$ cat config.mk
export PLATFORM = sky130hd
export DESIGN_NAME = ex_stage_flat
export DESIGN_NICKNAME = d
export VERILOG_FILES = /design/src/rtl/pipeline_pkg.sv /design/src/rtl/ex_stage_if.sv /design/src/rtl/ex_stage_mul_seq.sv /design/src/rtl/ex_stage.sv /design/src/flat_wrapper.sv
export SDC_FILE = /design/constraint.sdc
export NUM_CORES = 1
export LEC_CHECK = 0
export CAP_MARGIN = 10
export CORE_UTILIZATION = 50
export DETAILED_ROUTE_END_ITERATION = 12
export PLACE_DENSITY = 0.73
export SLEW_MARGIN = 20
export SYNTH_ARGS = -nofsm -noshare
export SYNTH_HDL_FRONTEND = slang
export SYNTH_SLANG_ARGS = --single-unit
$ cat constraint.sdc
create_clock -name clock -period 4.8 [get_ports clock]
set_clock_uncertainty 0.2 [all_clocks]
set_input_delay 0.72 -clock clock [delete_from_list [all_inputs] [get_ports clock]]
set_output_delay 0.72 -clock clock [all_outputs]
set_load 0.01 [all_outputs]
$ cat src/rtl/pipeline_pkg.sv
// Shared pipeline definitions: ALU operation codes, EX-stage FSM states and
// the EX/MEM control bundle. Imported by the decode and execute stages.
// No ports; compile before any file that imports it.
package pipeline_pkg;

  localparam int REG_AW = 5;

  localparam logic [3:0] ALU_AND = 4'b0000;
  localparam logic [3:0] ALU_OR  = 4'b0001;
  localparam logic [3:0] ALU_ADD = 4'b0010;
  localparam logic [3:0] ALU_SLL = 4'b0011;
  localparam logic [3:0] ALU_SRL = 4'b0100;
  localparam logic [3:0] ALU_SUB = 4'b0110;
  localparam logic [3:0] ALU_SLT = 4'b0111;
  localparam logic [3:0] ALU_MUL = 4'b1000;
  localparam logic [3:0] ALU_NOR = 4'b1100;

  typedef enum logic {
    IDLE = 1'b0,
    MUL  = 1'b1
  } ex_state_e;

  // Everything that travels from ID/EX to EX/MEM besides the ALU result.
  typedef struct packed {
    logic [31:0]       pc;
    logic [31:0]       ir;
    logic [31:0]       store_data;
    logic [REG_AW-1:0] write_addr;
    logic              mem_read;
    logic              mem_write;
    logic              mem_to_reg;
    logic              pc_to_reg;
    logic              reg_write;
  } exmem_ctl_t;

endpackage

$ cat src/rtl/ex_stage_if.sv
// ID/EX input bundle, EX/MEM output bundle, flush and (with FORWARD_EN) the
// writeback forwarding source. slave = the execute stage, master = its
// surroundings (decode, memory stage, writeback).
interface ex_stage_if;
  import pipeline_pkg::*;

  logic              flush;
  logic              in_valid;
  logic              in_ready;
  logic [31:0]       iPC, iIR, iread_data1, iread_data2, isign_ext;
  logic [REG_AW-1:0] iwrite_addr;
  logic [3:0]        ialuop;
  logic              ialusrc, imem_read, imem_write, imem_to_reg, ipc_to_reg, ireg_write;
  logic              out_stall;
  logic              out_valid;
  logic [31:0]       oPC, oIR, oalu_result, ostore_data;
  logic [REG_AW-1:0] owrite_addr;
  logic              omem_read, omem_write, omem_to_reg, opc_to_reg, oreg_write;
`ifdef FORWARD_EN
  logic              wb_reg_write;
  logic [REG_AW-1:0] wb_write_addr;
  logic [31:0]       wb_data;
`endif

  modport slave (
`ifdef FORWARD_EN
    input  wb_reg_write, wb_write_addr, wb_data,
`endif
    input  flush, in_valid, iPC, iIR, iread_data1, iread_data2, isign_ext,
    input  iwrite_addr, ialuop, ialusrc, imem_read, imem_write, imem_to_reg,
    input  ipc_to_reg, ireg_write, out_stall,
    output in_ready, out_valid, oPC, oIR, oalu_result, ostore_data, owrite_addr,
    output omem_read, omem_write, omem_to_reg, opc_to_reg, oreg_write
  );

  modport master (
`ifdef FORWARD_EN
    output wb_reg_write, wb_write_addr, wb_data,
`endif
    output flush, in_valid, iPC, iIR, iread_data1, iread_data2, isign_ext,
    output iwrite_addr, ialuop, ialusrc, imem_read, imem_write, imem_to_reg,
    output ipc_to_reg, ireg_write, out_stall,
    input  in_ready, out_valid, oPC, oIR, oalu_result, ostore_data, owrite_addr,
    input  omem_read, omem_write, omem_to_reg, opc_to_reg, oreg_write
  );

endinterface

$ cat src/rtl/ex_stage_mul_seq.sv
// ex_mul_seq: iterative shift-add multiplier, one multiplier bit per cycle, low 32 bits.
// Latency: start at edge N, done is high during the cycle before edge N+MUL_CYCLES.
// Backpressure: hold freezes the final step (done low) until released; kill aborts.
// Ports: clock, reset (async active-low), start/op_a/op_b, kill, hold, done, product.
module ex_mul_seq #(
  parameter int MUL_CYCLES = 32
) (
  input  logic        clock,
  input  logic        reset,
  input  logic        start,
  input  logic        kill,
  input  logic        hold,
  input  logic [31:0] op_a,
  input  logic [31:0] op_b,
  output logic        done,
  output logic [31:0] product
);
  localparam int CW = (MUL_CYCLES > 1) ? $clog2(MUL_CYCLES) : 1;
  localparam logic [CW-1:0] LAST = CW'(MUL_CYCLES - 1);

  logic          busy;
  logic [CW-1:0] cnt;
  logic [31:0]   mcand, mplier, acc;
  logic          last, step;

  assign last    = busy && (cnt == LAST);
  assign step    = busy && !(last && hold);
  // The partial sum including the current bit; on the last step this is the
  // finished product, so the consumer can capture it at the same edge.
  assign product = acc + (mplier[0] ? mcand : 32'd0);
  assign done    = last && !hold && !kill;

  always_ff @(posedge clock or negedge reset) begin
    if (!reset) begin
      busy   <= 1'b0;
      cnt    <= '0;
      mcand  <= '0;
      mplier <= '0;
      acc    <= '0;
    end else if (kill) begin
      busy <= 1'b0;
      cnt  <= '0;
    end else if (start) begin
      busy   <= 1'b1;
      cnt    <= '0;
      mcand  <= op_a;
      mplier <= op_b;
      acc    <= '0;
    end else if (step) begin
      acc    <= product;
      mcand  <= mcand << 1;
      mplier <= mplier >> 1;
      cnt    <= last ? '0 : cnt + CW'(1);
      busy   <= !last;
    end
  end

endmodule

$ cat src/rtl/ex_stage.sv
// ex_stage: MIPS32 execute stage; inline ALU + forwarding, iterative MUL via ex_mul_seq.
// Latency: 1 edge for ALU ops, MUL_CYCLES edges for MUL; flush drops output and MUL.
// Backpressure: out_stall with out_valid holds EX/MEM and deasserts in_ready.
// Ports: clock, reset (async active-low), bus (ex_stage_if.slave). Optional
// macro FORWARD_EN adds the wb_* inputs and EX/MEM + WB operand forwarding.
module ex_stage
  import pipeline_pkg::*;
#(
  parameter int MUL_CYCLES = 32
) (
  input  logic        clock,
  input  logic        reset,
  ex_stage_if.slave   bus
);
  ex_state_e   state;
  logic        out_valid_q;
  exmem_ctl_t  out_q, pend_q, in_ctl;
  logic [31:0] alu_q;

  logic        stalled, in_ready, accept, is_mul;
  logic [31:0] rd1_f, rd2_f, op_b, alu_res, mul_product;
  logic        mul_done;

  assign stalled  = out_valid_q && bus.out_stall;
  assign in_ready = (state == IDLE) && !stalled && reset;
  assign accept   = bus.in_valid && in_ready && !bus.flush;
  assign is_mul   = (bus.ialuop == ALU_MUL);

`ifdef FORWARD_EN
  logic [REG_AW-1:0] rs, rt;
  logic              ex_fwd_ok, wb_fwd_ok;
  assign rs = bus.iIR[25:21];
  assign rt = bus.iIR[20:16];
  // Loads are excluded from EX/MEM forwarding: their data does not exist yet.
  assign ex_fwd_ok = out_valid_q && out_q.reg_write && !out_q.mem_read && (out_q.write_addr != '0);
  assign wb_fwd_ok = bus.wb_reg_write && (bus.wb_write_addr != '0);

  always_comb begin
    rd1_f = bus.iread_data1;
    if (ex_fwd_ok && out_q.write_addr == rs)      rd1_f = alu_q;
    else if (wb_fwd_ok && bus.wb_write_addr == rs) rd1_f = bus.wb_data;
    rd2_f = bus.iread_data2;
    if (ex_fwd_ok && out_q.write_addr == rt)      rd2_f = alu_q;
    else if (wb_fwd_ok && bus.wb_write_addr == rt) rd2_f = bus.wb_data;
  end
`else
  assign rd1_f = bus.iread_data1;
  assign rd2_f = bus.iread_data2;
`endif

  assign op_b = bus.ialusrc ? bus.isign_ext : rd2_f;

  always_comb begin
    alu_res = 32'd0;
    case (bus.ialuop)
      ALU_AND: alu_res = rd1_f & op_b;
      ALU_OR:  alu_res = rd1_f | op_b;
      ALU_ADD: alu_res = rd1_f + op_b;
      ALU_SUB: alu_res = rd1_f - op_b;
      ALU_SLT: alu_res = {31'd0, $signed(rd1_f) < $signed(op_b)};
      ALU_NOR: alu_res = ~(rd1_f | op_b);
      ALU_SLL: alu_res = op_b << bus.iIR[10:6];
      ALU_SRL: alu_res = op_b >> bus.iIR[10:6];
      default: alu_res = 32'd0;
    endcase
  end

  always_comb begin
    in_ctl            = '0;
    in_ctl.pc         = bus.iPC;
    in_ctl.ir         = bus.iIR;
    in_ctl.store_data = rd2_f;
    in_ctl.write_addr = bus.iwrite_addr;
    in_ctl.mem_read   = bus.imem_read;
    in_ctl.mem_write  = bus.imem_write;
    in_ctl.mem_to_reg = bus.imem_to_reg;
    in_ctl.pc_to_reg  = bus.ipc_to_reg;
    in_ctl.reg_write  = bus.ireg_write;
  end

  ex_mul_seq #(.MUL_CYCLES(MUL_CYCLES)) u_mul (
    .clock   (clock),
    .reset   (reset),
    .start   (accept && is_mul),
    .kill    (bus.flush),
    .hold    (stalled),
    .op_a    (rd1_f),
    .op_b    (op_b),
    .done    (mul_done),
    .product (mul_product)
  );

  always_ff @(posedge clock or negedge reset) begin
    if (!reset) begin
      state       <= IDLE;
      out_valid_q <= 1'b0;
      out_q       <= '0;
      pend_q      <= '0;
      alu_q       <= '0;
    end else if (bus.flush) begin
      out_valid_q <= 1'b0;
      state       <= IDLE;
    end else begin
      case (state)
        IDLE: begin
          if (accept) begin
            if (is_mul) begin
              // Controls wait in pend_q; the old output drains this edge.
              pend_q      <= in_ctl;
              state       <= MUL;
              out_valid_q <= 1'b0;
            end else begin
              out_q       <= in_ctl;
              alu_q       <= alu_res;
              out_valid_q <= 1'b1;
            end
          end else if (!stalled) begin
            out_valid_q <= 1'b0;
          end
        end
        MUL: begin
          if (mul_done) begin
            out_q       <= pend_q;
            alu_q       <= mul_product;
            out_valid_q <= 1'b1;
            state       <= IDLE;
          end else if (!stalled) begin
            out_valid_q <= 1'b0;
          end
        end
        default: state <= IDLE;
      endcase
    end
  end

  assign bus.in_ready    = in_ready;
  assign bus.out_valid   = out_valid_q;
  assign bus.oPC         = out_q.pc;
  assign bus.oIR         = out_q.ir;
  assign bus.oalu_result = alu_q;
  assign bus.ostore_data = out_q.store_data;
  assign bus.owrite_addr = out_q.write_addr;
  assign bus.omem_read   = out_q.mem_read;
  assign bus.omem_write  = out_q.mem_write;
  assign bus.omem_to_reg = out_q.mem_to_reg;
  assign bus.opc_to_reg  = out_q.pc_to_reg;
  assign bus.oreg_write  = out_q.reg_write;

endmodule

$ cat src/flat_wrapper.sv
// flat-port wrapper written by rule: the top's interface ports become plain ports
module ex_stage_flat import pipeline_pkg::*;
#(
  parameter int MUL_CYCLES = 32
)
  (clock, reset, bus_flush, bus_in_valid, bus_iPC, bus_iIR, bus_iread_data1, bus_iread_data2, bus_isign_ext, bus_iwrite_addr, bus_ialuop, bus_ialusrc, bus_imem_read, bus_imem_write, bus_imem_to_reg, bus_ipc_to_reg, bus_ireg_write, bus_out_stall, bus_in_ready, bus_out_valid, bus_oPC, bus_oIR, bus_oalu_result, bus_ostore_data, bus_owrite_addr, bus_omem_read, bus_omem_write, bus_omem_to_reg, bus_opc_to_reg, bus_oreg_write);
  ex_stage_if bus_i ();
  input  logic clock;
  input  logic reset;
  input wire logic [$bits(bus_i.flush)-1:0] bus_flush;
  input wire logic [$bits(bus_i.in_valid)-1:0] bus_in_valid;
  input wire logic [$bits(bus_i.iPC)-1:0] bus_iPC;
  input wire logic [$bits(bus_i.iIR)-1:0] bus_iIR;
  input wire logic [$bits(bus_i.iread_data1)-1:0] bus_iread_data1;
  input wire logic [$bits(bus_i.iread_data2)-1:0] bus_iread_data2;
  input wire logic [$bits(bus_i.isign_ext)-1:0] bus_isign_ext;
  input wire logic [$bits(bus_i.iwrite_addr)-1:0] bus_iwrite_addr;
  input wire logic [$bits(bus_i.ialuop)-1:0] bus_ialuop;
  input wire logic [$bits(bus_i.ialusrc)-1:0] bus_ialusrc;
  input wire logic [$bits(bus_i.imem_read)-1:0] bus_imem_read;
  input wire logic [$bits(bus_i.imem_write)-1:0] bus_imem_write;
  input wire logic [$bits(bus_i.imem_to_reg)-1:0] bus_imem_to_reg;
  input wire logic [$bits(bus_i.ipc_to_reg)-1:0] bus_ipc_to_reg;
  input wire logic [$bits(bus_i.ireg_write)-1:0] bus_ireg_write;
  input wire logic [$bits(bus_i.out_stall)-1:0] bus_out_stall;
  output wire logic [$bits(bus_i.in_ready)-1:0] bus_in_ready;
  output wire logic [$bits(bus_i.out_valid)-1:0] bus_out_valid;
  output wire logic [$bits(bus_i.oPC)-1:0] bus_oPC;
  output wire logic [$bits(bus_i.oIR)-1:0] bus_oIR;
  output wire logic [$bits(bus_i.oalu_result)-1:0] bus_oalu_result;
  output wire logic [$bits(bus_i.ostore_data)-1:0] bus_ostore_data;
  output wire logic [$bits(bus_i.owrite_addr)-1:0] bus_owrite_addr;
  output wire logic [$bits(bus_i.omem_read)-1:0] bus_omem_read;
  output wire logic [$bits(bus_i.omem_write)-1:0] bus_omem_write;
  output wire logic [$bits(bus_i.omem_to_reg)-1:0] bus_omem_to_reg;
  output wire logic [$bits(bus_i.opc_to_reg)-1:0] bus_opc_to_reg;
  output wire logic [$bits(bus_i.oreg_write)-1:0] bus_oreg_write;
  assign bus_i.flush = bus_flush;
  assign bus_i.in_valid = bus_in_valid;
  assign bus_i.iPC = bus_iPC;
  assign bus_i.iIR = bus_iIR;
  assign bus_i.iread_data1 = bus_iread_data1;
  assign bus_i.iread_data2 = bus_iread_data2;
  assign bus_i.isign_ext = bus_isign_ext;
  assign bus_i.iwrite_addr = bus_iwrite_addr;
  assign bus_i.ialuop = bus_ialuop;
  assign bus_i.ialusrc = bus_ialusrc;
  assign bus_i.imem_read = bus_imem_read;
  assign bus_i.imem_write = bus_imem_write;
  assign bus_i.imem_to_reg = bus_imem_to_reg;
  assign bus_i.ipc_to_reg = bus_ipc_to_reg;
  assign bus_i.ireg_write = bus_ireg_write;
  assign bus_i.out_stall = bus_out_stall;
  assign bus_in_ready = bus_i.in_ready;
  assign bus_out_valid = bus_i.out_valid;
  assign bus_oPC = bus_i.oPC;
  assign bus_oIR = bus_i.oIR;
  assign bus_oalu_result = bus_i.oalu_result;
  assign bus_ostore_data = bus_i.ostore_data;
  assign bus_owrite_addr = bus_i.owrite_addr;
  assign bus_omem_read = bus_i.omem_read;
  assign bus_omem_write = bus_i.omem_write;
  assign bus_omem_to_reg = bus_i.omem_to_reg;
  assign bus_opc_to_reg = bus_i.opc_to_reg;
  assign bus_oreg_write = bus_i.oreg_write;
  ex_stage #(.MUL_CYCLES(MUL_CYCLES)) u_core (.clock(clock), .reset(reset), .bus(bus_i));
endmodule
# == After elaboration in Yosys (flattened, before gate mapping) ==
# Index checks and enable logic that the tools add are counted.
# op_classes
eq_ne,12
shifts,2
reduce_logical,21
mux,35
bitwise_logic,5
addsub,4
n_lt_le_gt_ge,1
# op_table
operator,n
$mux 32,11
$mux 106,3
$pmux 32 s8,1
$pmux 106 s2,1
$add 32x32->32,2
$pmux 32 s2,1
$and 32x32->32,1
$lt 32x32->1,1
$not 32->32,1
$or 32x32->32,1
$shl 32x5->32,1
$shr 32x5->32,1
$sub 32x32->32,1
$mux 5,4
$eq 4x3->1 const B,3
$mux 1,12
$logic_and 1x1->1,11
$eq 4x2->1 const B,2
$eq 4x4->1 const B,2
$reduce_and 4->1,2
$add 5x1->5 const B,1
$eq 5x5->1 const B,1
$eq 4x1->1 const B,1
$logic_not 1->1,4
other kinds (8),11
# word_totals
reg_bits,348
input_bits,180
elab_cells,106

# == Logic depth before layout (Yosys ltp) ==
# logic_depth
depth_word,9
depth_mapped,16

# == Hierarchy ==
# A second synthesis with hierarchy kept.
# hier_totals
hier_cells,3108
hier_area_um2,26043.7
# modules_own_cells
mod,area_each_um2,instances,cells_each
ex_stage,19876.6,1,2476
ex_mul_seq,6167.2,1,632

# == Worst setup path before layout ==
# OpenSTA, ideal clock, no wires.
# synth_path
path_type,input port to flip-flop
from,in bus_ialusrc
to,"reg u_core.alu_q[25], in the netlist u_core.bus.oalu_result[25]"
arrival_ns,4.001
setup_ns,0.142
path_stages,16
slack_ns,0.457
t_required_ns,4.458
cell_sequence,buf_6 buf_4 buf_2 mux2_2 inv_1 ha_1 clkbuf_1 nor4bb_1 o21a_1 a31o_1 o21a_1 o31a_1 a311oi_1 xnor2_1 a221oi_1 o221ai_1
# synth_via
elab_chain_len,7
# synth_lines
element,line,source
"start, declared",flat_wrapper.sv:19,input wire logic [$bits(bus_i.ialusrc)-1:0] bus_ialusrc;
$mux 32 *,ex_stage.sv:51,assign op_b = bus.ialusrc ? bus.isign_ext : rd2_f;
branches (longest 2 deep; another with $sub 32x32->32),-,
$pmux 32 s8 *,ex_stage.sv:55,case (bus.ialuop)
$mux 32 *,ex_stage.sv:107,if (is_mul) begin
$mux 32 *,ex_stage.sv:106,if (accept) begin
$pmux 32 s2 *,ex_stage.sv:104,case (state)
"end signal, assigned",ex_stage.sv:114,alu_q <= alu_res;
"end signal, assigned",ex_stage.sv:124,alu_q <= mul_product;
"end, declared",ex_stage.sv:18,logic [31:0] alu_q;
# Every way passes the cells marked *. The select of a mux whose other input is x is not followed.
# A chain may end at the register's enable or synchronous reset.

# == Worst setup path in the final report ==
# layout_path
from,in bus_iread_data2[0]
to,"reg u_core.alu_q[24], in the netlist u_core.bus.oalu_result[24]"
# layout_via
elab_chain_len,6
# layout_lines
element,line,source
"start, declared",flat_wrapper.sv:15,input wire logic [$bits(bus_i.iread_data2)-1:0] bus_iread_data2;
$mux 32 *,ex_stage.sv:51,
"$sub 32x32->32, or another cell as far along",ex_stage.sv:59,ALU_SUB: alu_res = rd1_f - op_b;
$pmux 32 s8 *,ex_stage.sv:55,
$mux 32 *,ex_stage.sv:107,
$mux 32 *,ex_stage.sv:106,
$pmux 32 s2 *,ex_stage.sv:104,
# Every way passes the cells marked *; elsewhere a longest branch is shown, timed or not. The select of a mux whose other input is x is not followed.

==> results_tabular.tex <==
\begin{tabular}{lr}
\hline
Metric & Value \\
\hline
\multicolumn{2}{l}{\textbf{CTS}} \\
\quad Library cell used as clock root buffer & clkbuf\_16 \\
\quad CTS Sinks & approximately 350 \\
\quad Cts bufs inserted & 39 \\
\quad Number of buffers inserted by post-CTS setup repair & 0 \\
\quad Clock-pin slew on the worst setup and hold paths & 60 ps \\
\quad H-tree Lvls & 2 \\
\quad CTS Buffer Depth & 3 \\
\quad Clock latency reported for the late side of the worst-skew pair & 600 ps \\
\quad CTS tree & built \\
\multicolumn{2}{l}{\textbf{Status}} \\
\quad Outcome & finished, final reports clean \\
\multicolumn{2}{l}{\textbf{Finish}} \\
\quad Count of placed standard cells in the final layout, fillers left out & 4153 \\
\quad NumNets Final & 3774 \\
\quad Most flop-heavy register & u\_core.pend\_q \\
\quad Synth-to-Final Area Change & 25.3\% \\
\quad Share of post-route cells with drive strength above 1 & around an eighth \\
\quad Max FFs per register & between 100 and 150 \\
\multicolumn{2}{l}{\textbf{Pwr}} \\
\quad Internal power of the cells & 6.52 mW \\
\quad Part of the total power dissipated in the clock network & 32.3\% \\
\quad Cell Pwr Density & about 300 mW/mm² \\
\quad Leakage power summed over all cells & 14.7 nW \\
\quad Proportion of power drawn by combinational gates & a little under a third \\
\quad Sw frac & about a third \\
\quad Overall power & between 9 and 10 mW \\
\quad Sw power & 3.20 mW \\
\quad Share of power burned in registers & 37.1\% \\
\quad Peak VDD IR & roughly 0.35 mV \\
\multicolumn{2}{l}{\textbf{Worst setup path}} \\
\quad R2R Setup Slk & 410 ps \\
\quad Number of cells on the worst reg-to-reg path & 14 \\
\quad Required time of the critical path & roughly 5100 ps \\
\quad End of the worst register-to-register path & u\_core.bus.oalu\_result[30] \\
\quad Crit path launch type & input port \\
\quad Crit path kind & in2reg \\
\quad CP Capture Type & flip-flop \\
\quad Critical-path maximum fanout & 4 \\
\quad Startpoint of the worst setup timing path & bus\_iread\_data2[0] \\
\quad Crit Reg-Reg Startpoint & u\_core.u\_mul.mplier[0] \\
\quad Worst endpoint data arrival time & around 5000 ps \\
\multicolumn{2}{l}{\textbf{Global route}} \\
\quad Wire length of the first global-routing pass & 157000 µm \\
\quad Number of global-route vias before repair & about 26000 \\
\quad Global Route Usage Sum & 39.2\% \\
\quad GR Overflow Total & 0 \\
\quad Largest net degree at the start of global routing & approximately 150 \\
\quad Number of antenna violations at the first check in global routing & 4 \\
\multicolumn{2}{l}{\textbf{Logic synthesis}} \\
\quad Number of synthesized register bits & roughly 350 \\
\quad Cell type with the largest total area after synthesis & dfrtp\_1 \\
\quad Fraction of registers with async set/reset & 100\% \\
\quad Summed instance area of the synthesized netlist & roughly 0.026 mm² \\
\quad Post-synthesis compound-gate area fraction & between 10\% and 20\% \\
\quad Share of the synthesized area in the top cell type & between 30\% and 40\% \\
\quad Simple logic cell fraction of the synthesized area & between 10\% and 20\% \\
\quad Multiplexer fraction of the synthesized cell area & between 10 and 15\% \\
\quad Synthesis warning total & 0 \\
\quad Count of cell types in the netlist & 86 \\
\quad Share of synthesized cell area in full adder, half adder and majority cells & between 7 and 8\% \\
\quad Synthesized instance count & around 3100 \\
\quad Avg Cell Area, Syn & between 8 and 9 µm² \\
\quad Largest family of logic cells by synthesized area & compound AO/OA/AOI/OAI gates \\
\quad Synth top area cells & dfrtp\_1 34\%, nand2\_1 9.7\%, mux2i\_1 7.7\%, ha\_1 6.9\%, mux4\_2 5.3\% \\
\quad Main flop type after synthesis & dfrtp\_1 \\
\quad Area share of xor/xnor cells in the synthesized design & $\sim$1.5\% \\
\quad Net count after synthesis & between 3000 and 4000 \\
\quad Post-synth EDFFs & 0 \\
\quad Seq/Total Area, Yosys & about 34\% \\
\multicolumn{2}{l}{\textbf{STA}} \\
\quad Highest attainable clock frequency & $\sim$220 MHz \\
\quad Share of the cycle needed by the critical path after routing & 96.5\% \\
\quad Final critical delay including setup and external delays & between 4000 and 5000 ps \\
\quad Worst slack on hold paths & around 270 ps \\
\quad Final-report setup violation count & 0 \\
\quad Slew margin rel. & 26.1\% \\
\quad Hold violation count in the final report & 0 \\
\quad Worst-margin pin slew & roughly 1100 ps \\
\quad Unrepaired setup endpoints after global routing & no \\
\quad Final max-slew violation count & 0 \\
\multicolumn{2}{l}{\textbf{Placement}} \\
\quad Post-DP HPWL & 79000 µm \\
\quad RePlAce Congestion & between 1 and 1.5 \\
\quad \# placed instances & approximately 4100 \\
\quad IO buf count & roughly 320 \\
\multicolumn{2}{l}{\textbf{Routing}} \\
\quad Post-detailed-route via-to-cell ratio & 6.24 \\
\quad Initial DRC Count & about 2400 \\
\quad Post-detailed-routing wire length & 103000 µm \\
\quad Average wire per standard cell & roughly 25 µm \\
\quad \# DRC & 0 \\
\quad Count of antenna-violating nets left after detailed routing & 0 \\
\quad Detailed Routing Iterations Pass 1 & 7 \\
\quad Total via count in the routed design & 25900 \\
\multicolumn{2}{l}{\textbf{Die}} \\
\quad Area of the die & $\sim$0.052 mm² \\
\quad Floorplan die width & roughly 230 µm \\
\quad Area of the core & 0.0504 mm² \\
\quad Starting Density & between 50\% and 60\% \\
\quad Height of the die & approximately 230 µm \\
\quad Number of core rows & just over 80 \\
\quad Count of boundary I/O pins & 320 \\
\multicolumn{2}{l}{\textbf{Min path}} \\
\quad Worst Hold Path EP & u\_core.pend\_q[96] \\
\quad HP Class & reg2reg \\
\quad Source of the worst hold timing path & u\_core.pend\_q[96] \\
\quad Number of cells on the worst hold path & 2 \\
\multicolumn{2}{l}{\textbf{Flow run}} \\
\quad Maximum capacitance violations & 0 \\
\hline
\end{tabular}
per-stage QoR:
stage | utilization, % | instance area (µm²) | setup WS, ps | setup TNS [ps]
floorplan | - | 25700 | 457 | 0
global placement | 61.2 | 30800 | -395 | -1680
detailed placement | 61.2 | 30800 | -538 | -2060
CTS | 63.9 | 32200 | 45.4 | 0
global route | 63.9 | 32200 | 49.5 | 0
finish | 63.9 | 32200 | 166 | 0
kinds of logic (layout without fill, tap and decap cells):
family          after synthesis  in the layout
xor+xnor                     45             45
mux                         286            286
simple gates               1132           1132
buf+inv                     325            747
other cells                   0              1
flops                       348            348
fa+ha+maj                   144            144
compound gates              778            778
synthesized netlist by cell type (all sizes together), types with 21 or more instances:
library cell  instances
a22o                 21
dfrtp               348
o211ai               25
nor2                231
inv                 119
buf                  39
nand2               664
and2                 40
a211oi               23
a21oi               147
a31oi                54
a221oi               37
ha                  141
mux4                 61
xnor2                26
mux2i               205
o21ai               260
nor3                 36
clkbuf              166
nand3                39
nand2b               21
a21o                 23
routing by layer:
layer	up-vias	wire [µm]	GRT usage, %
met1	12700	43000	53.0
met5	-	12	0
li1	11600	-	-
met4	2	3940	14.8
met2	1311	47400	62.2
met3	216	9130	7.56
cell usage in the layout, fill, tap and decap left out, drive strengths merged, types with 21 or more instances in the layout:
cell type,netlist,layout
dfrtp,348,348
mux4,61,61
a221oi,37,37
a21o,23,23
and2,40,40
nand2b,21,21
clkdlybuf4s50,0,313
mux2i,205,205
a21oi,147,147
nand2,664,664
clkbuf,166,60
buf,39,242
nor3,36,36
nand3,39,39
a22o,21,21
ha,141,141
a31oi,54,54
xnor2,26,26
nor2,231,231
a211oi,23,23
o211ai,25,25
inv,119,122
o21ai,260,260
power by group through the flow:
stage / sequential [mW] / clock, mW / combinational [mW]
6_report: 3.61 / 3.14 / 2.97
5_1_grt: 3.65 / 3.28 / 3.18
4_1_cts: 3.60 / 3.17 / 2.92
3_5_place_dp: 3.64 / 0 / 2.90
3_3_place_gp: 3.62 / 0 / 2.86
2_1_floorplan: 3.68 / 0 / 1.33
layout make-up:
| class | count | area [µm²] |
|---|---|---|
| clock buffer | 60 | 1140 |
| multi-input combinational | 2385 | 15800 |
| clock inverter | 11 | 191 |
| sequential | 348 | 8710 |
| timing repair buffer | 556 | 5070 |
| antenna | 1 | 2.50 |
| inverter | 120 | 450 |
| tap | 672 | 841 |
| fill | 4202 | 18200 |
what timing repair did:
action	in CTS	in global routing
hold buffers	1	0
endpoints found under the setup margin	0	5
gates resized for setup	0	3
hold endpoints to repair	12	0
how the worst max path moves through the flow:
stage                                       to  slack [ps]  cells past startpoint
floorplan           u_core.bus.oalu_result[25]         460                     16
global placement    u_core.bus.oalu_result[24]        -390                     15
detailed placement  u_core.bus.oalu_result[24]        -540                     15
CTS                 u_core.bus.oalu_result[24]          50                     15
global route        u_core.bus.oalu_result[24]          50                     17
finish              u_core.bus.oalu_result[24]         170                     17
worst max-delay path: stages:
cell and delay [ps]:
clkdlybuf4s50_1 580, mux2i_2 120, inv_1 100, buf_4 110, ha_1 160, inv_1 60, fa_1 410, o21bai_1 280
nand3_1 140, a21boi_1 400, o21ai_1 280, o21a_1 260, o21ai_0 350, o221ai_1 160, a2111oi_0 480, buf_4 200
o21ai_1 60
Note: power is estimated with default switching activity, not from simulation.
